[config.mk]
export PLATFORM = sky130hd
export DESIGN_NAME = muldiv_unit
export DESIGN_NICKNAME = d
export VERILOG_FILES = /design/src/rtl/muldiv_unit.sv
export SDC_FILE = /design/constraint.sdc
export NUM_CORES = 1
export LEC_CHECK = 0
export ABC_AREA = 0
export CORE_MARGIN = 8
export CORE_UTILIZATION = 36
export DETAILED_ROUTE_END_ITERATION = 10
export GPL_TIMING_DRIVEN = 0
export SYNTH_ARGS = -nofsm -noshare
export SYNTH_HDL_FRONTEND = slang
export SYNTH_SLANG_ARGS = --single-unit
[constraint.sdc]
create_clock -name CLK -period 3.92 [get_ports CLK]
set_input_delay 0.784 -clock CLK [delete_from_list [all_inputs] [get_ports CLK]]
set_output_delay 0.784 -clock CLK [all_outputs]
set_load 0.02 [all_outputs]
[src/rtl/muldiv_unit.sv]
// Iterative RV32M multiply/divide unit: shift-add multiply and restoring divide,
// one bit per cycle, with a registered one-cycle register-file write on completion.
module muldiv_unit #(
    parameter int XLEN = 32
) (
    input  logic            CLK,
    input  logic            RSTn,
    input  logic            start,
    input  logic [2:0]      funct3,
    input  logic [4:0]      rd,
    input  logic [XLEN-1:0] op_a,
    input  logic [XLEN-1:0] op_b,
    output logic            busy,
    output logic            done,
    output logic [4:0]      write_reg,
    output logic [XLEN-1:0] write_data,
    output logic            RegWrite
);

    localparam int CW = $clog2(XLEN);

    typedef enum logic [1:0] {
        IDLE,
        CALC,
        DONE
    } state_t;

    state_t          state;
    logic [CW-1:0]   count;
    logic [2:0]      funct3_q;
    logic [4:0]      rd_q;
    logic [XLEN-1:0] acc_hi;
    logic [XLEN-1:0] acc_lo;
    logic [XLEN-1:0] mcand;
    logic            res_neg;

    logic            is_div;
    logic            a_neg;
    logic            b_neg;
    logic [XLEN-1:0] mag_a;
    logic [XLEN-1:0] mag_b;
    logic            div_zero;
    logic            div_ovf;

    // Operand decode at the accept edge: signedness, magnitudes and special cases
    always_comb begin
        is_div   = funct3[2];
        a_neg    = 1'b0;
        b_neg    = 1'b0;
        if (is_div) begin
            a_neg = ~funct3[0] & op_a[XLEN-1];
            b_neg = ~funct3[0] & op_b[XLEN-1];
        end else begin
            a_neg = (funct3[1:0] == 2'b01 || funct3[1:0] == 2'b10) & op_a[XLEN-1];
            b_neg = (funct3[1:0] == 2'b01) & op_b[XLEN-1];
        end
        mag_a    = a_neg ? (XLEN'(0) - op_a) : op_a;
        mag_b    = b_neg ? (XLEN'(0) - op_b) : op_b;
        div_zero = (op_b == '0);
        div_ovf  = ~funct3[0] && (op_a == {1'b1, {(XLEN-1){1'b0}}}) && (op_b == '1);
    end

    logic [XLEN:0]   mul_sum;
    logic [XLEN:0]   div_shift;
    logic [XLEN:0]   div_diff;

    // One iteration step; the divide relies on acc_hi staying below the divisor
    always_comb begin
        mul_sum   = {1'b0, acc_hi} + (acc_lo[0] ? {1'b0, mcand} : {(XLEN+1){1'b0}});
        div_shift = {acc_hi, acc_lo[XLEN-1]};
        div_diff  = div_shift - {1'b0, mcand};
    end

    logic [2*XLEN-1:0] prod;
    logic [2*XLEN-1:0] prod_fix;
    logic [XLEN-1:0]   div_val;
    logic [XLEN-1:0]   div_fix;
    logic [XLEN-1:0]   result;

    always_comb begin
        prod     = {acc_hi, acc_lo};
        prod_fix = res_neg ? ((2*XLEN)'(0) - prod) : prod;
        div_val  = funct3_q[1] ? acc_hi : acc_lo;
        div_fix  = res_neg ? (XLEN'(0) - div_val) : div_val;
        if (funct3_q[2]) begin
            result = div_fix;
        end else if (funct3_q[1:0] == 2'b00) begin
            result = prod_fix[XLEN-1:0];
        end else begin
            result = prod_fix[2*XLEN-1:XLEN];
        end
    end

    // Control FSM and datapath; a new request is refused during the done pulse
    always_ff @(posedge CLK or negedge RSTn) begin
        if (!RSTn) begin
            state      <= IDLE;
            count      <= '0;
            funct3_q   <= '0;
            rd_q       <= '0;
            acc_hi     <= '0;
            acc_lo     <= '0;
            mcand      <= '0;
            res_neg    <= 1'b0;
            busy       <= 1'b0;
            done       <= 1'b0;
            write_reg  <= '0;
            write_data <= '0;
            RegWrite   <= 1'b0;
        end else begin
            done       <= 1'b0;
            write_reg  <= '0;
            write_data <= '0;
            RegWrite   <= 1'b0;
            if (done) begin
                busy <= 1'b0;
            end
            case (state)
                IDLE: begin
                    if (start && !done) begin
                        funct3_q <= funct3;
                        rd_q     <= rd;
                        count    <= '0;
                        busy     <= 1'b1;
                        if (is_div && div_zero) begin
                            acc_hi  <= op_a;
                            acc_lo  <= '1;
                            mcand   <= '0;
                            res_neg <= 1'b0;
                            state   <= DONE;
                        end else if (is_div && div_ovf) begin
                            acc_hi  <= '0;
                            acc_lo  <= op_a;
                            mcand   <= op_b;
                            res_neg <= 1'b0;
                            state   <= DONE;
                        end else begin
                            acc_hi  <= '0;
                            acc_lo  <= is_div ? mag_a : mag_b;
                            mcand   <= is_div ? mag_b : mag_a;
                            res_neg <= (is_div && funct3[1]) ? a_neg : (a_neg ^ b_neg);
                            state   <= CALC;
                        end
                    end
                end
                CALC: begin
                    if (funct3_q[2]) begin
                        acc_lo <= {acc_lo[XLEN-2:0], ~div_diff[XLEN]};
                        acc_hi <= div_diff[XLEN] ? div_shift[XLEN-1:0] : div_diff[XLEN-1:0];
                    end else begin
                        acc_hi <= mul_sum[XLEN:1];
                        acc_lo <= {mul_sum[0], acc_lo[XLEN-1:1]};
                    end
                    count <= count + 1'b1;
                    if (count == CW'(XLEN-1)) begin
                        state <= DONE;
                    end
                end
                DONE: begin
                    done       <= 1'b1;
                    write_reg  <= rd_q;
                    write_data <= result;
                    RegWrite   <= (rd_q != 5'd0);
                    state      <= IDLE;
                end
                default: state <= IDLE;
            endcase
        end
    end

endmodule

After elaboration in Yosys (flattened, before gate mapping)
Index checks and enable logic that the tools add are counted.
{"block": "op_classes", "bitwise_logic": 7, "n_addsub": 7, "div_mod_pow": 0, "reduce_logical": 16, "multipliers": 0, "mux": 41, "eq_ne": 9, "n_lt_le_gt_ge": 0, "shift": 0}
{"op": "32-bit two-way mux", "count": 20}
{"op": "32-bit case mux with 2 select lines", "count": 2}
{"op": "1-bit by 32-bit subtractor with 32-bit output (first input constant)", "count": 3}
{"op": "32-bit equality test (second input constant)", "count": 2}
{"op": "64-bit two-way mux", "count": 1}
{"op": "1-bit by 64-bit subtractor with 64-bit output (first input constant)", "count": 1}
{"op": "32-bit by 32-bit adder with 33-bit output", "count": 1}
{"op": "33-bit by 32-bit subtractor with 33-bit output", "count": 1}
{"op": "32-bit logical NOT", "count": 1}
{"op": "1-bit two-way mux", "count": 10}
{"op": "5-bit two-way mux", "count": 2}
{"op": "5-bit case mux with 2 select lines", "count": 1}
{"op": "2-bit two-way mux", "count": 4}
{"op": "1-bit logical AND", "count": 6}
{"op": "2-bit AND reduction", "count": 3}
{"op": "5-bit by 1-bit adder with 5-bit output (second input constant)", "count": 1}
{"op": "5-bit equality test (second input constant)", "count": 1}
{"op": "5-bit nonzero test", "count": 1}
{"op": "1-bit AND", "count": 4}
{"op": "2-bit by 1-bit equality test with 1-bit output (second input constant)", "count": 2}
{"op": "2-bit equality test (second input constant)", "count": 2}
{"op": "2-bit logical NOT", "count": 2}
{"op": "2-bit inequality test (second input constant)", "count": 2}
{"op": "2-bit case mux with 2 select lines", "count": 1}
{"op": "5 further kinds", "count": 6}
{"block": "totals", "latch_bits": 0, "rom_bits": 0, "output_inout_bits": 40, "n_memories": 0, "mem_bits_rw": 0, "ff_bits": 152}

Logic depth before layout (Yosys ltp)
Gate-level depths: netlist (run 1).
{"block": "logic_depth", "word_depth": 10, "depth_mapped": 17, "ltp_nobuf": 12}

Worst setup path before layout (run 1)
OpenSTA, ideal clock, no wires.
{"block": "synth_path", "path_kind": "reg2reg", "startpoint": "register funct3_q[1]", "endpoint": "register write_data[22]", "arrival_time_ns": 3.920, "stages_incl_launch_ff": 18, "synth_period_minus_slack_ns": 4.058, "path_slack_ns": -0.138, "path_cell_list": "dfrtp_1 -> buf_2 -> buf_2 -> buf_2 -> buf_2 -> buf_1 -> buf_1 -> mux2i_1 -> ha_1 -> o21ai_0 -> or2_2 -> nor3_1 -> nand2_1 -> or3_1 -> clkbuf_1 -> o21ai_0 -> xnor2_1 -> o22ai_1"}
{"block": "synth_between", "elab_chain_len": 5}
{"item": "from (decl)", "line": "30", "text": "logic [2:0] funct3_q;"}
{"item": "from (signal assigned)", "line": "121", "text": "funct3_q <= funct3;"}
{"item": "32-bit two-way mux", "line": "83", "text": "div_val = funct3_q[1] ? acc_hi : acc_lo;"}
{"item": "1-bit by 32-bit subtractor with 32-bit output", "line": "84", "text": "div_fix = res_neg ? (XLEN'(0) - div_val) : div_val;"}
{"item": "32-bit two-way mux", "line": "84"}
{"item": "32-bit two-way mux (*)", "line": "85", "text": "if (funct3_q[2]) begin"}
{"item": "32-bit two-way mux (*)", "line": "118", "text": "case (state)"}
{"item": "to (signal assigned)", "line": "162", "text": "write_data <= result;"}
{"item": "to (decl)", "line": "16", "text": "output logic [XLEN-1:0] write_data,"}
Mark *: on every way between the ends. The rest lies on a longest branch, timed or not.
A chain may end at the register's enable or synchronous reset.

Worst setup path after layout (run 1)
{"block": "layout_path", "startpoint": "input port op_b[6]", "endpoint": "register acc_hi[28]"}
{"block": "layout_between", "elab_chain_len": 5}
{"item": "from (decl)", "line": "12", "text": "input logic [XLEN-1:0] op_b,"}
{"item": "32-bit logical NOT", "line": "59", "text": "div_zero = (op_b == '0);"}
{"item": "1-bit logical AND", "line": "125", "text": "if (is_div && div_zero) begin"}
{"item": "32-bit two-way mux", "line": "125"}
{"item": "32-bit two-way mux", "line": "120", "text": "if (start && !done) begin"}
{"item": "32-bit case mux with 2 select lines", "line": "118"}
{"item": "to (signal assigned)", "line": "126", "text": "acc_hi <= op_a;"}
{"item": "to (signal assigned)", "line": "149", "text": "acc_hi <= div_diff[XLEN] ? div_shift[XLEN-1:0] : div_diff[XLEN-1:0];"}
{"item": "to (signal assigned)", "line": "151", "text": "acc_hi <= mul_sum[XLEN:1];"}
{"item": "to (decl)", "line": "32", "text": "logic [XLEN-1:0] acc_hi;"}
Every way passes these cells. The select of a mux whose other input is x is not followed.

==> impl_metrics.toml, run 1 <==
[layout]
fin_nets = 2315
fill_cells = 4498
antennaDiodeCount = 0
mostFrequentLayoutCell = "nand2_1"
syn2layout_area_growth_pct = 18.2
final_cell_mix = "183 x nand2_1, 165 x o21ai_0, 154 x nor2_1"
drive_gt1_frac = 0.0734
fin_cells = 2764

[logic_synthesis]
syn_area_per_cell_sq_um = 7.72
yosys_warnings = 0
synth_edf_count = 0
synth.largest_area_cell = "dfrtp_1"
synthArstFlopShare = 1.00
ys_ff_latch = 152
netlist_area_sq_mm = 0.0156
synthTopCellsByArea = "dfrtp_1 24%, xnor2_1 6.5%, ha_1 5.8%, o21ai_0 5.5%, mux2i_1 5.5%"
ys_types = 85
ys_seq_area_frac = 0.244
synth_top_area_frac = 0.244
synth.net_count = 2170
synthFlopType = "dfrtp_1"
netlist_instances = 2021

[drt]
drcViolationCount = 0
routed_wl_um = 72100
drtAntennaViolNets = 0
drtPass1Iterations = 6
first_iter_violations = 2137
wl_per_cell_um = 26.1
vias = 17003
vias_per_cell = 6.15

[cts]
clk-insertion-delay-late_ps = 480
numCtsBuffers = 17
cts_root_buffer = "clkbuf_16"
ctsHtreeMaxLevel = 4
cts_tree = "built"
clock-sinks = 152
cts.path.max_buffers = 2
clkTransAtPathRegs_ps = 70

[timing]
layout_setup_ws_ps = -6.13
tightest_slew_ps = 977
relSlewSlack = 0.349
setup_viol = 1
max_freq_mhz = 255
slew_violations = 0
rsz0062_at_grt = "yes"
skew_ps = 16.3
setup_tns_ps = -6.13
min_period_ps = 3930
post-route-period-util = 1.00
hold_violations = 0

[outcome]
status = "complete, but fails checks"
violations = "setup timing"

[pwr]
ir_drop_uv = 368
power.leakage_nw = 7.25
p_total_mw = 18.5
p_per_area_mw_per_mm2 = 1000

[global_routing]
grt_overflow_total = 0
use_met1 = 0.351
first_global_vias = 16713
top_usage_layer = "met2"
grt_use_total = 0.279
use_met3 = 0.0456
use_met2 = 0.455
grt_start_max_net_pins = 78
antenna_found_initial = 0
grt_pass1_wl_um = 106000

[placed_design]
hpwlAfterDp_um = 56600
portBuffers = 114
post-place-cells = 2721
routabilityCongestion = 1.01
dp_slack_ps = -1200

[setup_path]
path_class = "in -> reg"
worstPathArrival_ps = 4320
crit_path_start_kind = "input port"
cp-startpoint = "op_b[6]"
setup.worst_path.end_class = "flip-flop"
cp.required_ps = 4310
reg2reg_from = "acc_lo[31]"
critPathMaxFanout = 10

[min_path]
hp-class = "in -> async"

[job]
maxCapViolations = 0

[floorplan]
start_util = 0.363
fp.coreArea_sq_mm = 0.0430
fp.dieH_um = 224
fp.dieW_um = 224
dieArea_sq_mm = 0.0503
ios = 115
num_rows = 76
==> logic make-up after synthesis <==
group | Yosys count | synth area share
compound gates | 637 | 0.262
xor+xnor | 196 | 0.110
fa+ha+maj | 74 | 0.0603
buf+inv | 222 | 0.0551
flops | 152 | 0.244
mux | 106 | 0.0696
simple gates | 634 | 0.199
==> worst max-delay path: stages <==
cell and delay, ps:
clkdlybuf4s50_1 520, or4_1 660, nor3_4 330, nand3_2 250, or3_1 600, nor3_4 280, clkbuf_4 300, buf_4 270
a22oi_1 150, o211ai_1 150
==> power by group <==
group | total, mW | internal, mW | switching (mW) | leakage (nW)
registers | 2.91 | 2.22 | 0.694 | 1.88
clock network | 1.78 | 0.963 | 0.812 | 0.274
logic | 13.8 | 5.16 | 8.67 | 5.09
total | 18.5 | 8.34 | 10.2 | 7.25
==> metrics by stage <==
step | hold slack, ps | utilization | instance area, sq um
2_1_floorplan | 449 | - | 15600
3_3_place_gp | 470 | 0.407 | 17500
3_5_place_dp | 479 | 0.408 | 17500
4_1_cts | 311 | 0.425 | 18300
5_1_grt | 355 | 0.429 | 18500
6_report | 298 | 0.429 | 18500
==> Yosys cell counts, types with 37 or more instances <==
| library cell | number |
|---|---|
| inv_1 | 57 |
| xnor2_1 | 116 |
| nor3_1 | 54 |
| a21oi_1 | 147 |
| ha_1 | 72 |
| o31ai_1 | 37 |
| mux2i_1 | 86 |
| xor2_1 | 79 |
| nand2_1 | 184 |
| nand3_1 | 59 |
| o21ai_0 | 173 |
| clkbuf_1 | 127 |
| dfrtp_1 | 152 |
| nor2_1 | 154 |
==> worst paths after layout <==
check                                end  slack [ps]  cells after the start
hold reg to reg                 count[3]         490                      1
min in group CLK                count[3]         490                      1
hold / removal             write_data[1]         300                      1
setup / recovery              acc_hi[28]          -6                     10
setup reg to reg              acc_hi[16]          70                     14
max in group asynchronous     acc_lo[31]        2780                      2
==> per-layer routing <==
layer	vias up	wire length, um
li1	7679	-
met1	8208	29200
met2	916	33000
met3	200	6000
met4	0	3890
met5	-	0
==> what timing repair did <==
action                                 CTS  global route
resized for setup                       40            32
hold buffers                             0             0
setup endpoints to repair              104            61
pin swaps                                2             4
buffers inserted                         4            10
endpoints found under the hold margin    0             0
==> cell type report <==
type | count | area, sq um | area share
Clock inverter | 12 | 139 | 0.00752
Clock buffer | 20 | 447 | 0.0242
Buffer | 159 | 692 | 0.0375
Sequential cell | 152 | 3800 | 0.206
Multi-Input combinational cell | 1647 | 11100 | 0.602
Tap cell | 585 | 732 | 0.0397
Inverter | 60 | 231 | 0.0125
Timing Repair Buffer | 129 | 1290 | 0.0700
Note: power is estimated with default switching activity, not from simulation.
==> run 2, diff against run 1 <==
Settings changed: GPL_TIMING_DRIVEN 0 to not set.
==> run 2 against run 1 <==
Effect of this change:
- the run now ends clean
- worst setup slack improved by 250 ps
- register-to-register slack better by 180 ps
- die area unchanged
- design area increased by 1.3%
- maximum frequency up 6.9%
- sequential power rose by 4%
- clock skew up 4.8 ps
- sequential share of layout area is 0.26 points lower
- critical endpoint is now acc_hi[21]
==> impl_metrics.toml, run 2 (synthesized netlist as in run 1, its figures left out) <==
[outcome]
status = "finished, final reports clean"

[drt]
drtAntennaViolNets = 0
drcViolationCount = 0
vias = 16325
routed_wl_um = 61300
wl_per_cell_um = 22.3
vias_per_cell = 5.95
first_iter_violations = 1608
drtPass1Iterations = 8

[min_path]
hp-class = "in -> async"

[global_routing]
first_global_vias = 15507
grt_overflow_total = 0
grt_use_total = 0.237
antenna_found_initial = 0
grt_pass1_wl_um = 93200
grt_start_max_net_pins = 85

[pwr]
p_per_area_mw_per_mm2 = 959
power_frac_seq = 0.168
p_total_mw = 17.9
net-switching-power_mw = 9.36
ir_drop_uv = 504
comb_power_share = 0.739
switching_share = 0.522
p_int_mw = 8.57
power.leakage_nw = 7.60
power.share.clock = 0.093

[setup_path]
ff2ff_setup_slack_ps = 250
r2r_cells = 14
setup.worst_path.end_class = "flip-flop"
reg2reg_from = "acc_lo[0]"
critPathMaxFanout = 5
r2r-end = "acc_hi[21]"
cp.required_ps = 4250
path_class = "reg -> reg"
crit_path_start_kind = "flip-flop"
worstPathArrival_ps = 4000

[timing]
setup_viol = 0
hold_violations = 0
setup_tns_ps = 0
slew_violations = 0
skew_ps = 21.1
relSlewSlack = 0.0780
max_freq_mhz = 272
min_period_ps = 3670
rsz0062_at_grt = "no"
tightest_slew_ps = 1380
post-route-period-util = 0.937

[cts]
clkTransAtPathRegs_ps = 70
cts_root_buffer = "clkbuf_16"
clock-sinks = 152
numCtsBuffers = 17
ctsHtreeMaxLevel = 4
clk-insertion-delay-late_ps = 460
post-cts-setup-buffers = 0
cts.path.max_buffers = 2
cts_tree = "built"

[floorplan]
fp.dieW_um = 224
start_util = 0.363
fp.dieH_um = 224
num_rows = 76
fp.coreArea_sq_mm = 0.0430
dieArea_sq_mm = 0.0503
ios = 115

[placed_design]
hpwlAfterDp_um = 47300
place_area_sq_mm = 0.0181
post-place-cells = 2711
portBuffers = 114
routabilityCongestion = 0.954

[layout]
final_area_sq_mm = 0.0187
fin_cells = 2743
drive_gt1_frac = 0.120
antennaDiodeCount = 0
fin_nets = 2294
fill_cells = 4403
mostFrequentLayoutCell = "nand2_1"
syn2layout_area_growth_pct = 19.8
final_cell_mix = "184 x nand2_1, 172 x o21ai_0, 153 x nor2_1"

[job]
maxCapViolations = 0
## run 2: through the flow
stage,setup WS (ps),util,hold slack (ps)
floorplan,73.7,-,449
global placement,95.0,0.422,474
detailed placement,60.1,0.422,483
CTS,168,0.435,398
global route,20.3,0.435,429
finish,248,0.435,377
## run 2: worst max-delay path by stage
stage | start | to | slack (ps)
5_1_grt | acc_lo[0] | acc_hi[21] | 20
4_1_cts | acc_lo[0] | acc_hi[21] | 170
6_report | acc_lo[0] | acc_hi[21] | 250
3_5_place_dp | op_a[8] | acc_lo[22] | 60
3_3_place_gp | op_a[8] | acc_lo[26] | 90
2_1_floorplan | funct3_q[1] | write_data[22] | 70
## run 2: layout make-up
type,count,area [sq um],share of cell area
clock buffer,21,480,0.0257
clock inverter,11,93.8,0.00502
inverter,60,225,0.0120
multi-input combinational,1647,11000,0.587
sequential,152,3810,0.204
tap,585,732,0.0391
timing repair buffer,267,2380,0.127
## run 2: power by group through the flow
stage	logic, mW	clock network [mW]	registers [mW]
after floorplan	9.20	0	2.66
after global placement	12.8	0	3.02
after detailed placement	13.0	0	3.03
after CTS	13.0	1.70	3.00
after global routing	14.4	1.75	3.11
final	13.2	1.67	3.02
## run 2: repair_timing
item / in CTS / in global routing
hold buffers: 0 / 0
setup endpoints to repair: 0 / 1
gates resized for setup: 0 / 1
## run 2: metal layers
metal | wire [um] | global-route usage | vias to the layer above
met5 | 0 | 0 | -
met4 | 2480 | 0.106 | 0
met3 | 4410 | 0.0289 | 115
met2 | 27200 | 0.374 | 693
met1 | 27100 | 0.324 | 7870
li1 | - | - | 7647
## run 2: worst max-delay path, cell delays in order, from the launching register on
cell	delay, ps
dfrtp_1	440
and2_1	170
ha_1	210
fa_1	410
a21o_1	260
a31oi_2	300
buf_4	160
nor2_1	50
o41ai_1	320
buf_4	200
o211ai_1	300
xnor2_1	260
nor2_1	50
a221oi_1	270
o211ai_1	140
